`src/rtl/vga_timing.sv`:
```
// vga_timing: VGA raster counters plus registered pin stage.
// Define VGA_TEST_PATTERN_EN to replace rgb_in with 8 colour bars.
module vga_timing #(
  parameter int CLK_DIV  = 4,
  parameter int H_ACTIVE = 640,
  parameter int H_FP     = 16,
  parameter int H_SYNC   = 96,
  parameter int H_BP     = 48,
  parameter int V_ACTIVE = 480,
  parameter int V_FP     = 10,
  parameter int V_SYNC   = 2,
  parameter int V_BP     = 33
) (
  input  logic       clk,
  input  logic       rst_n,
  input  logic [7:0] rgb_in,
  output logic [9:0] xCoord,
  output logic [9:0] yCoord,
  output logic       pix_en,
  output logic       frame_start,
  output logic       hsync,
  output logic       vsync,
  output logic       active,
  output logic [2:0] vga_red,
  output logic [2:0] vga_green,
  output logic [1:0] vga_blue
);

  localparam int H_TOTAL =
    H_ACTIVE + H_FP + H_SYNC + H_BP;
  localparam int V_TOTAL =
    V_ACTIVE + V_FP + V_SYNC + V_BP;
  localparam int DIV_W = $clog2(CLK_DIV);

  localparam logic [DIV_W-1:0] DIV_LAST =
    DIV_W'(CLK_DIV - 1);
  localparam logic [9:0] H_LAST =
    10'(H_TOTAL - 1);
  localparam logic [9:0] V_LAST =
    10'(V_TOTAL - 1);
  localparam logic [9:0] H_ACT =
    10'(H_ACTIVE);
  localparam logic [9:0] V_ACT =
    10'(V_ACTIVE);
  localparam logic [9:0] HS_BEG =
    10'(H_ACTIVE + H_FP);
  localparam logic [9:0] HS_END =
    10'(H_ACTIVE + H_FP + H_SYNC);
  localparam logic [9:0] VS_BEG =
    10'(V_ACTIVE + V_FP);
  localparam logic [9:0] VS_END =
    10'(V_ACTIVE + V_FP + V_SYNC);

  logic [DIV_W-1:0] div_cnt_q;
  logic [DIV_W-1:0] div_cnt_d;
  logic [9:0]       h_cnt_q;
  logic [9:0]       h_cnt_d;
  logic [9:0]       v_cnt_q;
  logic [9:0]       v_cnt_d;
  logic             hsync_q;
  logic             hsync_d;
  logic             vsync_q;
  logic             vsync_d;
  logic             active_q;
  logic             active_d;
  logic [7:0]       col_q;
  logic [7:0]       col_d;

  logic             h_wrap;
  logic             v_wrap;
  logic             act_c;
  logic             hs_c;
  logic             vs_c;
  logic [7:0]       pix_col;

  assign pix_en = (div_cnt_q == DIV_LAST);
  assign h_wrap = (h_cnt_q == H_LAST);
  assign v_wrap = (v_cnt_q == V_LAST);

  assign frame_start =
    pix_en & h_wrap & v_wrap;

  assign act_c = (h_cnt_q < H_ACT) &&
                 (v_cnt_q < V_ACT);
  assign hs_c  = (h_cnt_q >= HS_BEG) &&
                 (h_cnt_q <  HS_END);
  assign vs_c  = (v_cnt_q >= VS_BEG) &&
                 (v_cnt_q <  VS_END);

`ifdef VGA_TEST_PATTERN_EN
  logic [2:0] bar;
  logic       unused_rgb;

  assign unused_rgb = ^rgb_in;
  // 80-pixel-wide bars; index bits pick B/G/R
  assign bar = 3'(h_cnt_q / 10'd80);
  assign pix_col = {{2{bar[2]}},
                    {3{bar[1]}},
                    {3{bar[0]}}};
`else
  assign pix_col = rgb_in;
`endif

  always_comb begin
    div_cnt_d = div_cnt_q + DIV_W'(1);
    h_cnt_d   = h_cnt_q;
    v_cnt_d   = v_cnt_q;
    if (pix_en) begin
      div_cnt_d = '0;
      if (h_wrap) begin
        h_cnt_d = '0;
        if (v_wrap) begin
          v_cnt_d = '0;
        end else begin
          v_cnt_d = v_cnt_q + 10'd1;
        end
      end else begin
        h_cnt_d = h_cnt_q + 10'd1;
      end
    end
  end

  // Pin stage samples the pre-advance position,
  // so colour and sync share one pixel of delay.
  always_comb begin
    hsync_d  = hsync_q;
    vsync_d  = vsync_q;
    active_d = active_q;
    col_d    = col_q;
    if (pix_en) begin
      hsync_d  = ~hs_c;
      vsync_d  = ~vs_c;
      active_d = act_c;
      col_d    = act_c ? pix_col : 8'd0;
    end
  end

  always_ff @(posedge clk or negedge rst_n) begin
    if (!rst_n) begin
      div_cnt_q <= '0;
      h_cnt_q   <= '0;
      v_cnt_q   <= '0;
      hsync_q   <= 1'b1;
      vsync_q   <= 1'b1;
      active_q  <= 1'b0;
      col_q     <= '0;
    end else begin
      div_cnt_q <= div_cnt_d;
      h_cnt_q   <= h_cnt_d;
      v_cnt_q   <= v_cnt_d;
      hsync_q   <= hsync_d;
      vsync_q   <= vsync_d;
      active_q  <= active_d;
      col_q     <= col_d;
    end
  end

  assign xCoord    = h_cnt_q;
  assign yCoord    = v_cnt_q;
  assign hsync     = hsync_q;
  assign vsync     = vsync_q;
  assign active    = active_q;
  assign vga_blue  = col_q[7:6];
  assign vga_green = col_q[5:3];
  assign vga_red   = col_q[2:0];

endmodule

```
`config.mk`:
```
export PLATFORM = sky130hd
export DESIGN_NAME = vga_timing
export DESIGN_NICKNAME = d
export VERILOG_FILES = /design/src/rtl/vga_timing.sv
export SDC_FILE = /design/constraint.sdc
export NUM_CORES = 1
export LEC_CHECK = 0
export CORE_MARGIN = 2
export CORE_UTILIZATION = 38
export CTS_CLUSTER_DIAMETER = 80
export DETAILED_ROUTE_END_ITERATION = 16
export PLACE_DENSITY_LB_ADDON = 0.08
export SYNTH_ARGS = -nofsm -noshare
export SYNTH_HDL_FRONTEND = slang
export SYNTH_SLANG_ARGS = --single-unit
export TNS_END_PERCENT = 1
```
`constraint.sdc`:
```
create_clock -name clk -period 4.66 [get_ports clk]
set_input_delay 0.699 -clock clk [delete_from_list [all_inputs] [get_ports clk]]
set_output_delay 0.699 -clock clk [all_outputs]
set_load 0.02 [all_outputs]
```
# After elaboration in Yosys (flattened, before gate mapping)
# Index checks and enable logic that the tools add are counted.
[word_totals]
inputBits = 10
wordCells = 31
regBits = 33
output_inout_bits = 33
[classes]
eq_ne = 3
n_addsub = 3
n_mux = 4
n_reduce_logical = 4
bitwise_logic = 4
order_cmp = 6
[ops]
columns = ["op", "n"]
rows = [
  ["adder 10 x 1 -> 10 bit, second input constant", 2],
  ["equality test 10 bit, second input constant", 2],
  ["less-than comparator 10 bit, second input constant", 2],
  ["less-than comparator 10 x 9 -> 1 bit, second input constant", 2],
  ["2-to-1 mux 10 bit", 2],
  [">= comparator 10 bit, second input constant", 1],
  [">= comparator 10 x 9 -> 1 bit, second input constant", 1],
  ["2-to-1 mux 8 bit", 1],
  ["logical AND 1 bit", 3],
  ["adder 2 x 1 -> 2 bit, second input constant", 1],
  ["AND 1 bit", 2],
  ["equality test 2 bit, second input constant", 1],
  ["2-to-1 mux 2 bit", 1],
  ["inverter 1 bit", 2],
  ["AND reduction 2 bit", 1],
]

# Longest topological paths before layout
# Gate-level depths: netlist of run 1.
[depth]
depth_word = 3
ltp_mapped = 8
ltp_nobuf = 6

# Worst setup path after synthesis of run 1
# Ideal clock, no wire load.
[synth_timing]
path_type = "register -> output"
startpoint = "reg h_cnt_q[0] (netlist: xCoord[0])"
endpoint = "out frame_start"
n_path_buf = 0
setup_slack_ps = 2416
stages_incl_launch_ff = 5
required_ps = 3961
t_arrival_ps = 1545
cell_sequence = "dfrtp_1 -> ha_1 -> and4bb_1 -> nand4b_2 -> nor2_1"
[synth_between]
elab_chain_len = 3
[synth_rtl]
columns = ["item", "line", "text"]
rows = [
  ["start: declaration", "56", "logic [9:0] h_cnt_q;"],
  ["start signal: assignment", "149", "h_cnt_q <= h_cnt_d;"],
  ["equality test 10 bit", "77", "assign h_wrap = (h_cnt_q == H_LAST);"],
  ["AND 1 bit (2 in a row)", "81", "pix_en & h_wrap & v_wrap;"],
  ["end: declaration", "20", "output logic frame_start,"],
]
# Every way passes these cells.

# Final worst setup path of run 1
[layout_timing]
startpoint = "reg div_cnt_q[0]"
endpoint = "out frame_start"
[layout_between]
elab_chain_len = 3
[layout_rtl]
columns = ["item", "line", "text"]
rows = [
  ["start: declaration", "54", "logic [DIV_W-1:0] div_cnt_q;"],
  ["start signal: assignment", "148", "div_cnt_q <= div_cnt_d;"],
  ["equality test 2 bit", "76", "assign pix_en = (div_cnt_q == DIV_LAST);"],
  ["AND 1 bit (2 in a row)", "81", ""],
]
# Every way passes these cells.

==> flow_metrics.py, run 1 <==
metrics = {
    "run_status": {
        "status": "finished, final reports clean",
    },
    "logic_synthesis": {
        "synth_edf_count": 0,
        "synth-main-ff-cell": "dfrtp_1",
        "synthesis.nets": 155,
        "synth-seq-cells": 33,
        "synth_seq_area_share_pct": 53.2,
        "synth_common_cells": "dfrtp_1, nor2_1, nand3_1",
        "yosys_warnings": 0,
        "netlist_area_um2": 1560,
        "yosysMostFrequentCell": "dfrtp_1",
        "avgSynthCellArea_um2": 11.1,
        "netlist_instances": 140,
        "synthTopCellsByArea": "dfrtp_1, a22o_1, ha_1",
        "synth_top_area_share_pct": 49.8,
        "yosysTopAreaCell": "dfrtp_1",
        "yosysUniqueCellTypes": 38,
        "async_flop_share_pct": 100,
    },
    "route": {
        "drt_iter0_markers": 84,
        "post_drt_wl_per_cell_um": 14.5,
        "drc_errors": 0,
        "dr_wl_met2_um": 1590,
        "wl_met3_um": 211,
        "drt_pre_antenna_iters": 4,
        "drtAntennaViolNets": 0,
        "m1WireLength_um": 1550,
        "routed-via-count": 1238,
        "routed_via_density": 5.29,
        "highest_layer": "met4",
        "drt-total-wl_um": 3390,
    },
    "clocking": {
        "clkTransAtPathRegs_ps": 60,
        "cts_hold_buf": 0,
        "ctsResizeCount": 0,
        "tritoncts": "built",
        "htree_levels": 2,
        "post-cts-setup-buffers": 0,
        "cts_root_buf": "clkbuf_8",
        "cts_buffer_depth": 2,
        "cts.sinks": 33,
        "numCtsBuffers": 5,
        "clock_latency_ps": 280,
    },
    "setup_path": {
        "crit_chain": "ha_1, and4_1, nand4b_2, nor2_1, clkdlybuf4s50_1",
        "cp-startpoint": "div_cnt_q[0]$_DFF_PN0_",
        "crit_type": "reg -> out",
        "slowest_stage": "clkdlybuf4s50_1",
        "path_depth": 5,
        "r2r_setup_slack_ps": 2300,
        "critical_path.top_delay_family": "simple AND/OR/NAND/NOR gates",
        "cp-end-kind": "primary output",
        "arrival_ps": 2500,
        "cp_num_buf_inv": 1,
        "reg2reg_depth": 5,
        "timing.rr.end": "yCoord[8]$_DFFE_PN0P_",
        "endpoint": "frame_start",
        "crit_fanout": 14,
        "critPathLaunchType": "flip-flop",
        "slowest_delay_ps": 610,
        "worstPathRequired_ps": 3960,
        "r2r-start": "div_cnt_q[0]$_DFF_PN0_",
    },
    "finish": {
        "multi_input_area_um2": 659,
        "area_delta_synth_final_pct": 34.2,
        "antennaDiodeCount": 0,
        "utilization_pct": 52.6,
        "layout-drive-gt1-share_pct": 8.70,
        "fill_cells": 357,
        "regArea_um2": 828,
        "nNetsFinal": 199,
    },
    "die": {
        "ios": 43,
        "std_cell_rows": 23,
        "fp.dieH_um": 68.0,
        "start_util_pct": 39.2,
        "die-area_um2": 4630,
        "die_width_um": 68.0,
        "core-area_um2": 3970,
    },
    "hold_path": {
        "hp-class": "reg -> reg",
        "holdPathStages": 1,
        "min_from": "div_cnt_q[0]$_DFF_PN0_",
    },
    "timing": {
        "fin_skew_ps": 3.11,
        "maxSlewViolCount": 0,
        "relSlewSlack_pct": 60.1,
        "tightest_slew_ps": 598,
        "tns_ps": 0,
        "hold_viol_final": 0,
        "rsz0062_at_grt": "false",
        "min_period_ps": 3200,
        "min_period_over_period_pct": 68.7,
        "finalSetupViolCount": 0,
        "fmax_mhz": 312,
    },
    "grt": {
        "overflow": 0,
        "grt_max_degree": 34,
        "grt_pass1_wl_um": 5950,
        "grt_pass1_vias": 1240,
        "antenna_found_initial": 0,
        "track_usage_pct": 17.5,
    },
    "pwr": {
        "leakagePower_nw": 0.921,
        "ir_drop_mv": 0.195,
        "powerDensity_nw_per_um2": 256,
    },
    "placement": {
        "portBuffers": 42,
        "place.detailed.hpwl_um": 2430,
        "gp_congestion": 0.812,
    },
    "job": {
        "drv_cap": 0,
    },
}
sequential cells by signal (all words and copies together), names as in the netlist:
| register | flops |
|---|---|
| active | 1 |
| yCoord | 10 |
| hsync | 1 |
| col_q | 8 |
| vsync | 1 |
| div_cnt_q | 2 |
| xCoord | 10 |
final cells by class:
cell class	instances	area share, %
Clock buffer	7	4.13
Inverter	7	1.26
Multi-Input combinational cell	94	31.5
Tap cell	50	2.99
Timing Repair Buffer	43	20.5
Sequential cell	33	39.6
power breakdown:
| part | switching (W) | total, W | internal, W | leakage [nW] |
|---|---|---|---|---|
| logic | 0.0000130 | 0.0000289 | 0.0000159 | 0.461 |
| clock network | 0.0000975 | 0.000215 | 0.000117 | 0.0443 |
| registers | 0.00000175 | 0.000292 | 0.000290 | 0.416 |
worst min path at each step:
stage | to | slack [ps]
final | div_cnt_q[0]$_DFF_PN0_ | 440
after global routing | div_cnt_q[0]$_DFF_PN0_ | 470
after CTS | div_cnt_q[0]$_DFF_PN0_ | 450
after detailed placement | div_cnt_q[0]$_DFF_PN0_ | 440
after global placement | div_cnt_q[0]$_DFF_PN0_ | 410
after floorplan | active$_DFFE_PN0P_ | 400
cell usage in the layout (no fill, tap or decap), types with 4 or more instances in the layout:
master and count:
clkbuf_8 6, nand3_1 10, xor2_1 5, ha_1 5, a22o_1 8, clkdlybuf4s50_1 42, nand2_1 7, o21ai_0 6
xnor2_1 6, nor3_1 4, inv_1 6, nand4_1 6, dfrtp_1 31, nor2_1 11
stage by stage:
stage	setup slack [ps]	cell area (um^2)	cells	power, W	hold WS (ps)
4_1_cts	1440	2090	234	0.000541	448
3_3_place_gp	1840	2000	227	0.000326	412
5_1_grt	1250	2090	234	0.000555	465
3_5_place_dp	1750	2000	227	0.000327	439
2_1_floorplan	2420	1560	140	0.000305	403
6_report	1460	2090	234	0.000535	441
logic make-up after synthesis:
| logic type | after synthesis | share of synthesized area [%] |
|---|---|---|
| AO/OA/AOI/OAI | 24 | 11.2 |
| flip-flops | 33 | 53.2 |
| AND/OR/NAND/NOR | 52 | 19.6 |
| multiplexers | 2 | 1.29 |
| buffers and inverters | 13 | 4.50 |
| XOR/XNOR | 11 | 6.18 |
| adder cells (fa/ha/maj) | 5 | 4.02 |
worst register-to-register path: stages (launching register included):
cell	delay [ps]
dfrtp_1	360
ha_1	460
and4_1	440
and4b_1	640
nand4_1	190
xnor2_1	160
layer usage:
metal  global-route usage [%]  vias to the layer above
met5                        0                        -
met4                     8.75                        0
met3                     4.11                        5
met2                     27.7                       41
met1                     22.3                      604
li1                         -                      588
No activity file was read; power rests on OpenSTA's default activity.
==> run 2: changes to the inputs <==
Clock period 4.66 ns to 3.1 ns, I/O delays scaled along.
==> run 2 against run 1 <==
Compared with the run above:
- clock skew barely moved
- sequential power rose by 50%
- power rose by 47%
- critical path depth did not move
- clock power rose by 40%
- global-route usage rose by 0.14 points
- register-to-register slack got worse by 1300 ps
- final cell count rose by 0.85%
- worst hold slack got worse by 10 ps
- first-iteration DRC count fell by 9.5%
- largest power group unchanged
- highest routed layer unchanged
==> flow_metrics.py, run 2 (synthesis results as in run 1) <==
metrics = {
    "run_status": {
        "status": "finished, final reports clean",
    },
    "route": {
        "drc_errors": 0,
        "drt-total-wl_um": 3460,
        "routed_via_density": 5.25,
        "drt_pre_antenna_iters": 4,
        "routed-via-count": 1238,
        "drtAntennaViolNets": 0,
        "drt_iter0_markers": 76,
        "post_drt_wl_per_cell_um": 14.7,
    },
    "grt": {
        "grt_pass1_wl_um": 6010,
        "grt_use_met3_pct": 3.78,
        "grt.met1_usage_pct": 22.5,
        "overflow": 0,
        "use_met2_pct": 28.8,
        "antenna_found_initial": 0,
        "grt_pass1_vias": 1238,
        "grt.busiest_layer": "met2",
        "track_usage_pct": 17.6,
        "grt_max_degree": 34,
    },
    "finish": {
        "utilization_pct": 52.7,
        "area_delta_synth_final_pct": 34.3,
        "antennaDiodeCount": 0,
        "layout-drive-gt1-share_pct": 8.60,
        "layout_common_cells": "clkdlybuf4s50_1, dfrtp_1, nor2_1",
        "nNetsFinal": 200,
        "mostFrequentLayoutCell": "clkdlybuf4s50_1",
    },
    "die": {
        "ios": 43,
        "fp.dieH_um": 68.0,
        "std_cell_rows": 23,
        "start_util_pct": 39.2,
        "die_width_um": 68.0,
        "die-area_um2": 4630,
        "core-area_um2": 3970,
    },
    "placement": {
        "pre_cts_slack_ps": 646,
        "gp_congestion": 0.851,
        "place.detailed.hpwl_um": 2460,
        "portBuffers": 42,
    },
    "clocking": {
        "cts.sinks": 33,
        "htree_levels": 2,
        "cts_buffer_depth": 2,
        "post-cts-setup-buffers": 0,
        "cts_hold_buf": 0,
        "clkTransAtPathRegs_ps": 60,
        "numCtsBuffers": 5,
        "tritoncts": "built",
        "clock_latency_ps": 280,
        "ctsResizeCount": 0,
        "cts_root_buf": "clkbuf_8",
    },
    "setup_path": {
        "slowest_delay_ps": 610,
        "cp-end-kind": "primary output",
        "worstPathRequired_ps": 2630,
        "slowest_stage": "clkdlybuf4s50_1",
        "crit_fanout": 7,
        "crit_chain": "ha_1, and4bb_1, nand4b_2, nor2_1, clkdlybuf4s50_1",
        "cp_num_buf_inv": 1,
        "critPathLaunchType": "flip-flop",
        "arrival_ps": 2280,
        "r2r_setup_slack_ps": 1020,
        "crit_type": "reg -> out",
        "critical_path.top_delay_family": "simple AND/OR/NAND/NOR gates",
    },
    "pwr": {
        "p_switching_w": 0.000166,
        "p_seq_share_pct": 55.9,
        "swShare_pct": 21.1,
        "pwr-share-clk_pct": 38.5,
        "p_int_w": 0.000619,
        "ir_drop_mv": 0.235,
        "power_frac_comb_pct": 5.6,
        "fin_total_pwr_w": 0.000785,
        "powerDensity_nw_per_um2": 375,
        "leakagePower_nw": 0.922,
    },
    "timing": {
        "timing.hold.ws_ps": 430,
        "rsz0062_at_grt": "false",
        "tightest_slew_ps": 548,
        "finalSetupViolCount": 0,
        "fin_skew_ps": 2.61,
        "fmax_mhz": 364,
        "setup_slack_ps": 353,
        "relSlewSlack_pct": 63.4,
        "maxSlewViolCount": 0,
        "min_period_over_period_pct": 88.6,
        "hold_viol_final": 0,
        "min_period_ps": 2750,
        "tns_ps": 0,
    },
    "job": {
        "drv_cap": 0,
    },
    "hold_path": {
        "hp-class": "reg -> reg",
    },
}
[run 2: changes by cell type in the layout (fill, tap and decap cells not counted), sizes merged]
cell	previous run	this run
buf	1	2
clkbuf	7	8
[run 2: path summary, 6_finish.rpt]
kind                                   startpoint                     end  cells past startpoint
min reg2reg                div_cnt_q[0]$_DFF_PN0_  div_cnt_q[0]$_DFF_PN0_                      1
min in group asynchronous                   rst_n    col_q[2]$_DFFE_PN0P_                      2
max in group asynchronous                   rst_n       hsync$_DFFE_PN1P_                      2
max reg2reg                 xCoord[0]$_DFFE_PN0P_   yCoord[8]$_DFFE_PN0P_                      5
min                        div_cnt_q[0]$_DFF_PN0_  div_cnt_q[0]$_DFF_PN0_                      1
max                         xCoord[0]$_DFFE_PN0P_             frame_start                      5
[run 2: final cells by class]
type	count	area, um^2
Sequential cell	33	828
Tap cell	50	62.6
Fill cell	346	1880
Timing Repair Buffer	44	435
Inverter	7	26.3
Clock buffer	8	80.1
Multi-Input combinational cell	94	659
[run 2: worst register-to-register path: cells and delay by family, from the launching register on]
kind	cells	cell delay (ps)
simple gates	3	1030
flops	1	470
fa+ha+maj	1	300
xor+xnor	1	160
[run 2: through the flow]
stage                     cells  cell area, um^2
after floorplan             140             1560
after global placement      228             2010
after detailed placement    228             2010
after CTS                   236             2090
after global routing        236             2090
final                       236             2090
[run 2: power by group through the flow]
stage | clock (W) | combinational [W] | sequential, W
after floorplan | 0 | 0.00000512 | 0.000454
after global placement | 0 | 0.0000444 | 0.000446
after detailed placement | 0 | 0.0000450 | 0.000447
after CTS | 0.000316 | 0.0000453 | 0.000439
after global routing | 0.000336 | 0.0000482 | 0.000439
final | 0.000302 | 0.0000443 | 0.000439
[run 2: routing by layer]
metal | wire length, um | part of all wire (%)
met1 | 1540 | 44
met2 | 1680 | 48
met3 | 196 | 5.7
met4 | 48 | 1.4
met5 | 0 | 0
